**config.mk**
```make
export PLATFORM = sky130hd
export DESIGN_NAME = uart_tx_fifo
export DESIGN_NICKNAME = d
export VERILOG_FILES = /design/src/rtl/uart_tx_fifo_pkg.sv /design/src/rtl/uart_tx_fifo_tx_byte_fifo.sv /design/src/rtl/uart_tx_fifo.sv
export SDC_FILE = /design/constraint.sdc
export NUM_CORES = 1
export LEC_CHECK = 0
export BUFFER_PORTS_ARGS = -buffer_cell sky130_fd_sc_hd__buf_2
export CAP_MARGIN = 10
export CORE_AREA = 5 5 133 135
export DETAILED_ROUTE_END_ITERATION = 12
export DIE_AREA = 0 0 138 140
export PLACE_DENSITY = 0.63
export SLEW_MARGIN = 20
export SYNTH_ARGS = -nofsm -noshare
export SYNTH_HDL_FRONTEND = slang
export SYNTH_HIERARCHICAL = 1
export SYNTH_SLANG_ARGS = --single-unit
```
**constraint.sdc**
```tcl
create_clock -name clk -period 5 [get_ports clk]
set_input_delay 0.25 -clock clk [delete_from_list [all_inputs] [get_ports clk]]
set_output_delay 0.25 -clock clk [all_outputs]
set_load 0.01 [all_outputs]
```
**src/rtl/uart_tx_fifo_pkg.sv**
```systemverilog
// Shared types and defaults for the UART transmit buffer.
package uart_tx_fifo_pkg;

    // Issue sequencer states; encodings are visible on the debug state port.
    typedef enum logic [1:0] {
        ST_IDLE      = 2'd0,
        ST_ISSUE     = 2'd1,
        ST_WAIT_BUSY = 2'd2,
        ST_WAIT_DONE = 2'd3
    } tx_state_e;

    localparam int DEF_DATA_WIDTH   = 8;
    localparam int DEF_DEPTH_LOG2   = 4;
    localparam int DEF_BUSY_TIMEOUT = 4;

endpackage

```
**src/rtl/uart_tx_fifo_tx_byte_fifo.sv**
```systemverilog
// Byte FIFO: storage, pointers, occupancy count, full/empty and sticky overflow.
// A write while full is dropped even if a pop happens in the same clk.
module tx_byte_fifo #(
    parameter int DATA_WIDTH = 8,
    parameter int DEPTH_LOG2 = 4
) (
    input  logic                  clk,
    input  logic                  rst,
    input  logic                  push,
    input  logic [DATA_WIDTH-1:0] push_data,
    input  logic                  pop,
    output logic [DATA_WIDTH-1:0] head,
    output logic                  full,
    output logic                  empty,
    output logic [DEPTH_LOG2:0]   count,
    output logic                  overflow,
    input  logic                  ovf_clr
);
    localparam int DEPTH = 1 << DEPTH_LOG2;
    localparam logic [DEPTH_LOG2:0]   FULL_CNT = {1'b1, {DEPTH_LOG2{1'b0}}};
    localparam logic [DEPTH_LOG2:0]   CNT_ONE  = {{DEPTH_LOG2{1'b0}}, 1'b1};
    localparam logic [DEPTH_LOG2-1:0] PTR_ONE  = {{(DEPTH_LOG2-1){1'b0}}, 1'b1};

    logic [DATA_WIDTH-1:0] mem [DEPTH];
    logic [DEPTH_LOG2-1:0] wr_ptr;
    logic [DEPTH_LOG2-1:0] rd_ptr;
    logic [DEPTH_LOG2:0]   count_q;
    logic                  push_ok;
    logic                  pop_ok;

    assign full    = (count_q == FULL_CNT);
    assign empty   = (count_q == '0);
    assign count   = count_q;
    assign head    = mem[rd_ptr];
    assign push_ok = push && !full;
    assign pop_ok  = pop && !empty;

    // Storage write; contents are not reset, only the pointers/count are.
    always_ff @(posedge clk) begin
        if (rst && push_ok) begin
            mem[wr_ptr] <= push_data;
        end
    end

    // Pointers, occupancy and sticky overflow (set wins over clear).
    always_ff @(posedge clk) begin
        if (!rst) begin
            wr_ptr   <= '0;
            rd_ptr   <= '0;
            count_q  <= '0;
            overflow <= 1'b0;
        end else begin
            if (push_ok) wr_ptr <= wr_ptr + PTR_ONE;
            if (pop_ok)  rd_ptr <= rd_ptr + PTR_ONE;
            case ({push_ok, pop_ok})
                2'b10:   count_q <= count_q + CNT_ONE;
                2'b01:   count_q <= count_q - CNT_ONE;
                default: count_q <= count_q;
            endcase
            if (push && full) begin
                overflow <= 1'b1;
            end else if (ovf_clr) begin
                overflow <= 1'b0;
            end
        end
    end

endmodule

```
**src/rtl/uart_tx_fifo.sv**
```systemverilog
// UART transmit buffer: FIFO plus a sequencer that issues one byte per frame
// to the transmitter, re-pulsing send if ready never drops.
// Handshake: a byte is issued by a one-clk tx_send pulse with tx_data stable;
// the transmitter acknowledges by dropping tx_ready and signals frame end by
// raising it again. tx_data only changes on a pop in IDLE.
module uart_tx_fifo
    import uart_tx_fifo_pkg::*;
#(
    parameter int DATA_WIDTH   = DEF_DATA_WIDTH,
    parameter int DEPTH_LOG2   = DEF_DEPTH_LOG2,
    parameter int BUSY_TIMEOUT = DEF_BUSY_TIMEOUT
) (
    input  logic                  clk,
    input  logic                  rst,
    input  logic                  wr_en,
    input  logic [DATA_WIDTH-1:0] wr_data,
    output logic                  full,
    output logic                  empty,
    output logic [DEPTH_LOG2:0]   count,
    output logic                  overflow,
    input  logic                  ovf_clr,
    input  logic                  tx_ready,
    output logic                  tx_send,
    output logic [DATA_WIDTH-1:0] tx_data,
    output logic                  busy,
    output tx_state_e             state
);
    localparam int TMR_W = (BUSY_TIMEOUT > 1) ? $clog2(BUSY_TIMEOUT) : 1;
    localparam logic [TMR_W-1:0] TMR_LAST = TMR_W'(BUSY_TIMEOUT - 1);
    localparam logic [TMR_W-1:0] TMR_ONE  = TMR_W'(1);

    tx_state_e             state_q, state_n;
    logic [TMR_W-1:0]      tmr_q, tmr_n;
    logic [DATA_WIDTH-1:0] data_q, data_n;
    logic                  send_q, send_n;
    logic                  pop;
    logic [DATA_WIDTH-1:0] head;

    tx_byte_fifo #(
        .DATA_WIDTH (DATA_WIDTH),
        .DEPTH_LOG2 (DEPTH_LOG2)
    ) u_fifo (
        .clk       (clk),
        .rst       (rst),
        .push      (wr_en),
        .push_data (wr_data),
        .pop       (pop),
        .head      (head),
        .full      (full),
        .empty     (empty),
        .count     (count),
        .overflow  (overflow),
        .ovf_clr   (ovf_clr)
    );

    assign tx_send = send_q;
    assign tx_data = data_q;
    assign state   = state_q;
    assign busy    = (state_q != ST_IDLE) || !empty;

    // Sequencer registers: state, busy timeout, presented byte and send pulse.
    always_ff @(posedge clk) begin
        if (!rst) begin
            state_q <= ST_IDLE;
            tmr_q   <= '0;
            data_q  <= '0;
            send_q  <= 1'b0;
        end else begin
            state_q <= state_n;
            tmr_q   <= tmr_n;
            data_q  <= data_n;
            send_q  <= send_n;
        end
    end

    // Next-state logic: pop in IDLE, one-clk pulse, wait for ack, wait for frame end.
    always_comb begin
        state_n = state_q;
        tmr_n   = tmr_q;
        data_n  = data_q;
        send_n  = 1'b0;
        pop     = 1'b0;
        case (state_q)
            ST_IDLE: begin
                if (!empty && tx_ready) begin
                    pop     = 1'b1;
                    data_n  = head;
                    send_n  = 1'b1;
                    tmr_n   = '0;
                    state_n = ST_ISSUE;
                end
            end
            ST_ISSUE: begin
                state_n = ST_WAIT_BUSY;
            end
            ST_WAIT_BUSY: begin
                if (!tx_ready) begin
                    state_n = ST_WAIT_DONE;
                end else if (tmr_q == TMR_LAST) begin
                    // Transmitter missed the pulse; send the same byte again.
                    send_n  = 1'b1;
                    tmr_n   = '0;
                    state_n = ST_ISSUE;
                end else begin
                    tmr_n = tmr_q + TMR_ONE;
                end
            end
            ST_WAIT_DONE: begin
                if (tx_ready) state_n = ST_IDLE;
            end
            default: state_n = ST_IDLE;
        endcase
    end

endmodule
```
==> impl_metrics.tcl, run 1 <==
set metrics [dict create \
    start_util_pct 39.4 \
    synth_commonest_cells "edfxtp_1 (128), nand2_1 (34), nor2_1 (33)" \
    critPathSlowestCell "or4_4" \
    post-synth-top-count-cell "edfxtp_1" \
    drt_pass1_iterations 4 \
    pwr-share-comb_pct 16.4 \
    drtIter0Drc 351 \
    hold_viol 0 \
    synth_edf_count 128 \
    clk_latency_ps 420 \
    grt_usage_pct 13.6 \
    max_slew_margin_pct 35.1 \
    vdd_ir_drop_max_mv 0.255 \
    synth_area_leader_cell "edfxtp_1" \
    cp_cell_sequence "or4_4 > nor2_1 > or4b_1 > clkinv_2 > o21ai_4 > inv_1 > ha_1 > xor2_1 > ha_1 > inv_1 > a21boi_0 > or4_1 > a21oi_1" \
    path_class "flop to flop" \
    seqCellArea_um2 4470 \
    syn_to_final_growth_pct 13.8 \
    setup_violations 0 \
    internal-power_mw 2.40 \
    cp_data_required_time_ps 5340 \
    ctsHoldBuffers 0 \
    gp_congestion 0.767 \
    drive_gt1_share_pct 24.7 \
    fmax_ghz 0.275 \
    leakage_nw 2.46 \
    status "complete, no violations" \
    seqPwrFrac_pct 48.1 \
    cts-root-buf "clkbuf_16" \
    power_mw 3.25 \
    start_kind "flop" \
    grt_antenna_before_repair 0 \
    period_share_pct 72.7 \
    io_pins 33 \
    coreArea_um2 16300 \
    switchingPower_mw 0.844 \
    setup-tns-final_ps 0 \
    multi_input_area_um2 1830 \
    cp-end-kind "flop" \
    hpwl_mm 8.20 \
    synth_cells 392 \
    drcViolationCount 0 \
    p_sw_share_pct 26.0 \
    cap_violations 0 \
    grt_pass1_wl_mm 20.1 \
    clk_pin_slew_ps 60 \
    cts.sinks 159 \
    yosysWarningCount 6 \
    ys.flop_type "edfxtp_1" \
    maxUsedRoutingLayer "met4" \
    syn_area_per_cell_um2 16.4 \
    wl_met2_mm 6.38 \
    place_inst 628 \
    die_h_um 140 \
    slew_violations 0 \
    final_nets 449 \
    wl_met3_um 438 \
    clkPwrFrac_pct 35.5 \
    drt-wirelength-per-cell_um 19.2 \
    drt-met1-wl_mm 5.44 \
    fin_area_um2 7330 \
    die-area_um2 19300 \
    wl_mm 12.6 \
    powerDensity_nw_per_um2 443 \
    fin_cells 657 \
    numCtsBuffers 17 \
    h-tree-depth 4 \
    grt_start_max_net_pins 33 \
    grt_pass1_vias 3577 \
    skew_ps 11.8 \
    crit_path_max_fanout 14 \
    ys_top_cells_by_area "edfxtp_1 (60%), mux4_2 (11%), dfxtp_1 (9.6%), nand2_1 (2.0%), nor2_1 (1.9%)" \
    worstMarginPinSlew_ps 970 \
    cts_setup_buffers 0 \
    synth-async-reset-ratio_pct 0 \
    ant_nets 0 \
    dieWidth_um 138 \
    antennaDiodeCount 0 \
    synth_top_area_share_pct 59.7 \
    synth.net_count 414 \
    grt_overflow 0 \
    r2r_slack_ps 1370 \
    via_count 3430 \
    finalCriticalPeriod_ps 3630 \
    num_rows 47 \
    viasPerCell 5.22 \
    cts_resized 0 \
    rsz0062_at_grt "no" \
    hold_path_class "input pin to flop" \
    io_buffers 32 \
    synth_area_um2 6440 \
    placed_area_um2 6810 \
    ys_seq_area_share_pct 69.3 \
    ys_types 46 \
    crit_arrival_ps 3980 \
    cts_buffer_depth 2 \
    synth_seq_cells 159 \
    fillers 1440 \
    max_stage_delay_ps 590 \
    cts_tree "built" \
]
## kinds of logic after synthesis
group / synth area share (%)
and+or+nand+nor: 7.63
AOI/OAI and AO/OA: 6.29
DFF: 69.3
buffers and inverters: 2.23
muxes: 12.0
xor gates and xnor gates: 0.816
adders and majority gates: 1.75
## power by group through the flow
stage	combinational [mW]	sequential (mW)	clock (mW)
final	0.534	1.56	1.15
after global routing	0.586	1.58	1.24
after CTS	0.540	1.57	1.18
after detailed placement	0.538	1.59	0
after global placement	0.526	1.59	0
after floorplan	0.427	1.56	0
## final timing paths
path,startpoint,to,depth (start not counted)
worst max-delay path,u_fifo/count[1],u_fifo/count[2],13
worst min-delay path,ovf_clr,u_fifo/overflow,4
worst max register to register,u_fifo/count[1],u_fifo/count[2],13
worst min register to register,tx_data[4],tx_data[4],2
## cell usage in the layout (no fill, tap or decap), types with 8 or more instances in the layout
master and count:
edfxtp_1 128, nand2_1 34, nor2_1 33, buf_2 32
mux4_2 32, dfxtp_1 30, clkbuf_16 17, a22oi_1 16
ha_1 9, a21boi_2 8
## routing by layer
layer / vias up / track usage [%]
li1: 1587 / -
met1: 1752 / 17.2
met2: 68 / 21.9
met3: 23 / 3.07
met4: 0 / 7.07
met5: - / 0
## critical path, delay by kind of cell, from the launching register on
kind / cells / cell delay (ps)
AND/OR/NAND/NOR: 4 / 1600
adder cells (fa/ha/maj): 2 / 520
buffers and inverters: 3 / 430
AO/OA/AOI/OAI: 3 / 430
flip-flops: 1 / 410
XOR/XNOR: 1 / 180
## cell type report
| class | count | share of cell area, % |
|---|---|---|
| flip-flops and latches | 159 | 60.9 |
| repair buffers | 38 | 2.80 |
| clock buffers | 18 | 5.85 |
| clock inverters | 11 | 1.26 |
| multi-input cells | 203 | 25.0 |
| inverters | 8 | 0.427 |
| well taps | 220 | 3.75 |
## flip-flops by register name, summed over array words and instances, names as in the netlist, named ones only
register,cells
tx_send,1
u_fifo/rd_ptr,4
u_fifo/wr_ptr,4
u_fifo/overflow,1
u_fifo/count,5
state,2
tx_data,8
u_fifo/mem,128
tmr_q,2
## stage by stage
stage	setup slack, ps	util, %	hold WS [ps]
after floorplan	1680	-	349
after global placement	1560	41.7	470
after detailed placement	1410	41.7	461
after CTS	1390	44.8	129
after global routing	1050	44.8	182
final	1370	44.8	153
No activity file was read; power rests on OpenSTA's default activity.
==> inputs of run 2 (changes only) <==
- clock period: 5 -> 3.65 ns (I/O delays scaled with it)
==> run 2 against run 1 <==
- via count barely moved
- first-iteration DRC count is 11% lower
- clock skew shrank 1.1 ps
- sequential cell count stayed put
- sequential share of layout area down 0.86 points
- combinational power is 39% higher
- maximum frequency up 9.5%
- global-route usage increased by 0.22 points
- critical endpoint unchanged
- largest power group unchanged
- critical path type unchanged
- sequential power increased by 37%
==> impl_metrics.tcl, run 2 (same netlist as run 1, synthesis figures left out) <==
set metrics [dict create \
    status "complete, no violations" \
    cp-startpoint "u_fifo/count[1]" \
    drt_pass1_iterations 4 \
    coreArea_um2 16300 \
    clk_latency_ps 430 \
    slew_violations 0 \
    numCtsBuffers 17 \
    die-area_um2 19300 \
    cap_violations 0 \
    cp_cell_sequence "or4_4 > nor2_1 > or4b_1 > clkinv_2 > o21ai_4 > inv_1 > ha_1 > xor2_1 > ha_1 > inv_1 > a21boi_0 > or4_1 > a21oi_1" \
    drcViolationCount 0 \
    viasPerCell 5.15 \
    setup_violations 0 \
    dieWidth_um 138 \
    grt_antenna_before_repair 0 \
    crit_arrival_ps 3670 \
    cts-root-buf "clkbuf_16" \
    start_util_pct 39.4 \
    critPathSlowestCell "or4_4" \
    internal-power_mw 3.39 \
    hold_viol 0 \
    skew_ps 10.7 \
    gp_congestion 0.745 \
    grt_pass1_wl_mm 20.1 \
    die_h_um 140 \
    hpwl_mm 8.34 \
    r2r_slack_ps 330 \
    h-tree-depth 4 \
    leakage_nw 2.52 \
    final_cell_mix "edfxtp_1 (128), nand2_1 (34), nor2_1 (33), buf_2 (32), mux4_2 (32)" \
    rr_endpoint "u_fifo/count[2]" \
    clkPwrFrac_pct 37.3 \
    final_nets 457 \
    p_sw_share_pct 26.1 \
    num_rows 47 \
    grt_overflow 0 \
    wl_mm 12.8 \
    max_stage_delay_ps 580 \
    powerDensity_nw_per_um2 617 \
    ant_nets 0 \
    setup-tns-final_ps 0 \
    io_buffers 32 \
    io_pins 33 \
    cp-endpoint "u_fifo/count[2]" \
    grt_usage_pct 13.8 \
    cts_tree "built" \
    cp_data_required_time_ps 4000 \
    grt_start_max_net_pins 28 \
    cp-end-kind "flop" \
    grt_pass1_vias 3575 \
    drtIter0Drc 313 \
    ctsHoldBuffers 0 \
    pwr-share-comb_pct 16.2 \
    r2r-start "u_fifo/count[1]" \
    finalCriticalPeriod_ps 3320 \
    hold_path_class "input pin to flop" \
    via_count 3433 \
    cts.sinks 159 \
    fmax_ghz 0.301 \
    start_kind "flop" \
    antennaDiodeCount 0 \
    final_common_cell "edfxtp_1" \
    max_slew_margin_pct 37.7 \
    largest_reg_flops 128 \
    cts_buffer_depth 2 \
    drive_gt1_share_pct 26.2 \
    cts_resized 0 \
    vdd_ir_drop_max_mv 0.346 \
    switchingPower_mw 1.20 \
    crit_path_max_fanout 14 \
    seqPwrFrac_pct 46.5 \
    fillers 1471 \
    worstMarginPinSlew_ps 934 \
    clk_pin_slew_ps 60 \
    path_class "flop to flop" \
    top_register "u_fifo/mem" \
    drt-wirelength-per-cell_um 19.1 \
    rsz0062_at_grt "no" \
    timing.hold.ws_ps 71.7 \
    period_share_pct 90.9 \
    cts_setup_buffers 0 \
    r2r_cells 13 \
    syn_to_final_growth_pct 15.5 \
]
[run 2: worst max-delay path, delay by kind of cell, from the launching register on]
| family | cells | cell delay (ps) |
|---|---|---|
| and+or+nand+nor | 4 | 1360 |
| adders and majority gates | 2 | 500 |
| AOI/OAI and AO/OA | 3 | 430 |
| DFF | 1 | 400 |
| buffers and inverters | 3 | 360 |
| xor gates and xnor gates | 1 | 180 |
[run 2: area by class of cell]
cell class / instances / area [µm²] / share of cell area (%)
repair buffers: 46 / 265 / 3.57
flip-flops and latches: 159 / 4470 / 60.0
multi-input cells: 203 / 1830 / 24.6
clock buffers: 18 / 429 / 5.77
inverters: 8 / 31.3 / 0.421
well taps: 220 / 275 / 3.70
clock inverters: 13 / 138 / 1.85
[run 2: worst min-delay path by stage]
stage | startpoint | slack, ps | to | cells after the start
3_5_place_dp | tx_data[1] | 460 | tx_data[1] | 2
2_1_floorplan | wr_data[0] | 280 | u_fifo/mem[0][0] | 0
3_3_place_gp | tx_data[5] | 460 | tx_data[5] | 2
6_report | ovf_clr | 70 | u_fifo/overflow | 4
4_1_cts | ovf_clr | 60 | u_fifo/overflow | 4
5_1_grt | tx_ready | 100 | tmr_q[0] | 3
[run 2: power by group through the flow]
stage	Sequential (mW)	Clock, mW	Combinational [mW]
finish	2.14	1.71	0.742
global route	2.16	1.83	0.815
CTS	2.14	1.75	0.757
detailed placement	2.18	0	0.754
global placement	2.17	0	0.743
floorplan	2.14	0	0.584
[run 2: layer usage]
metal	routed length [µm]	track usage (%)	vias up	share of wire, %
met1	5680	17.7	1735	45
li1	-	-	1608	-
met2	6280	22.1	67	49
met5	0	0	-	0
met3	478	3.44	23	3.7
met4	320	6.66	0	2.5
[run 2: stage by stage]
step                std cells  util, %  worst slack (ps)  power (mW)  area [µm²]
floorplan                 392        -               327        2.72        6440
global placement          636     42.0               420        2.92        6870
detailed placement        636     42.0               314        2.93        6870
CTS                       667     45.5               309        4.64        7440
global route              667     45.5              56.2        4.80        7440
finish                    667     45.5               332        4.59        7440
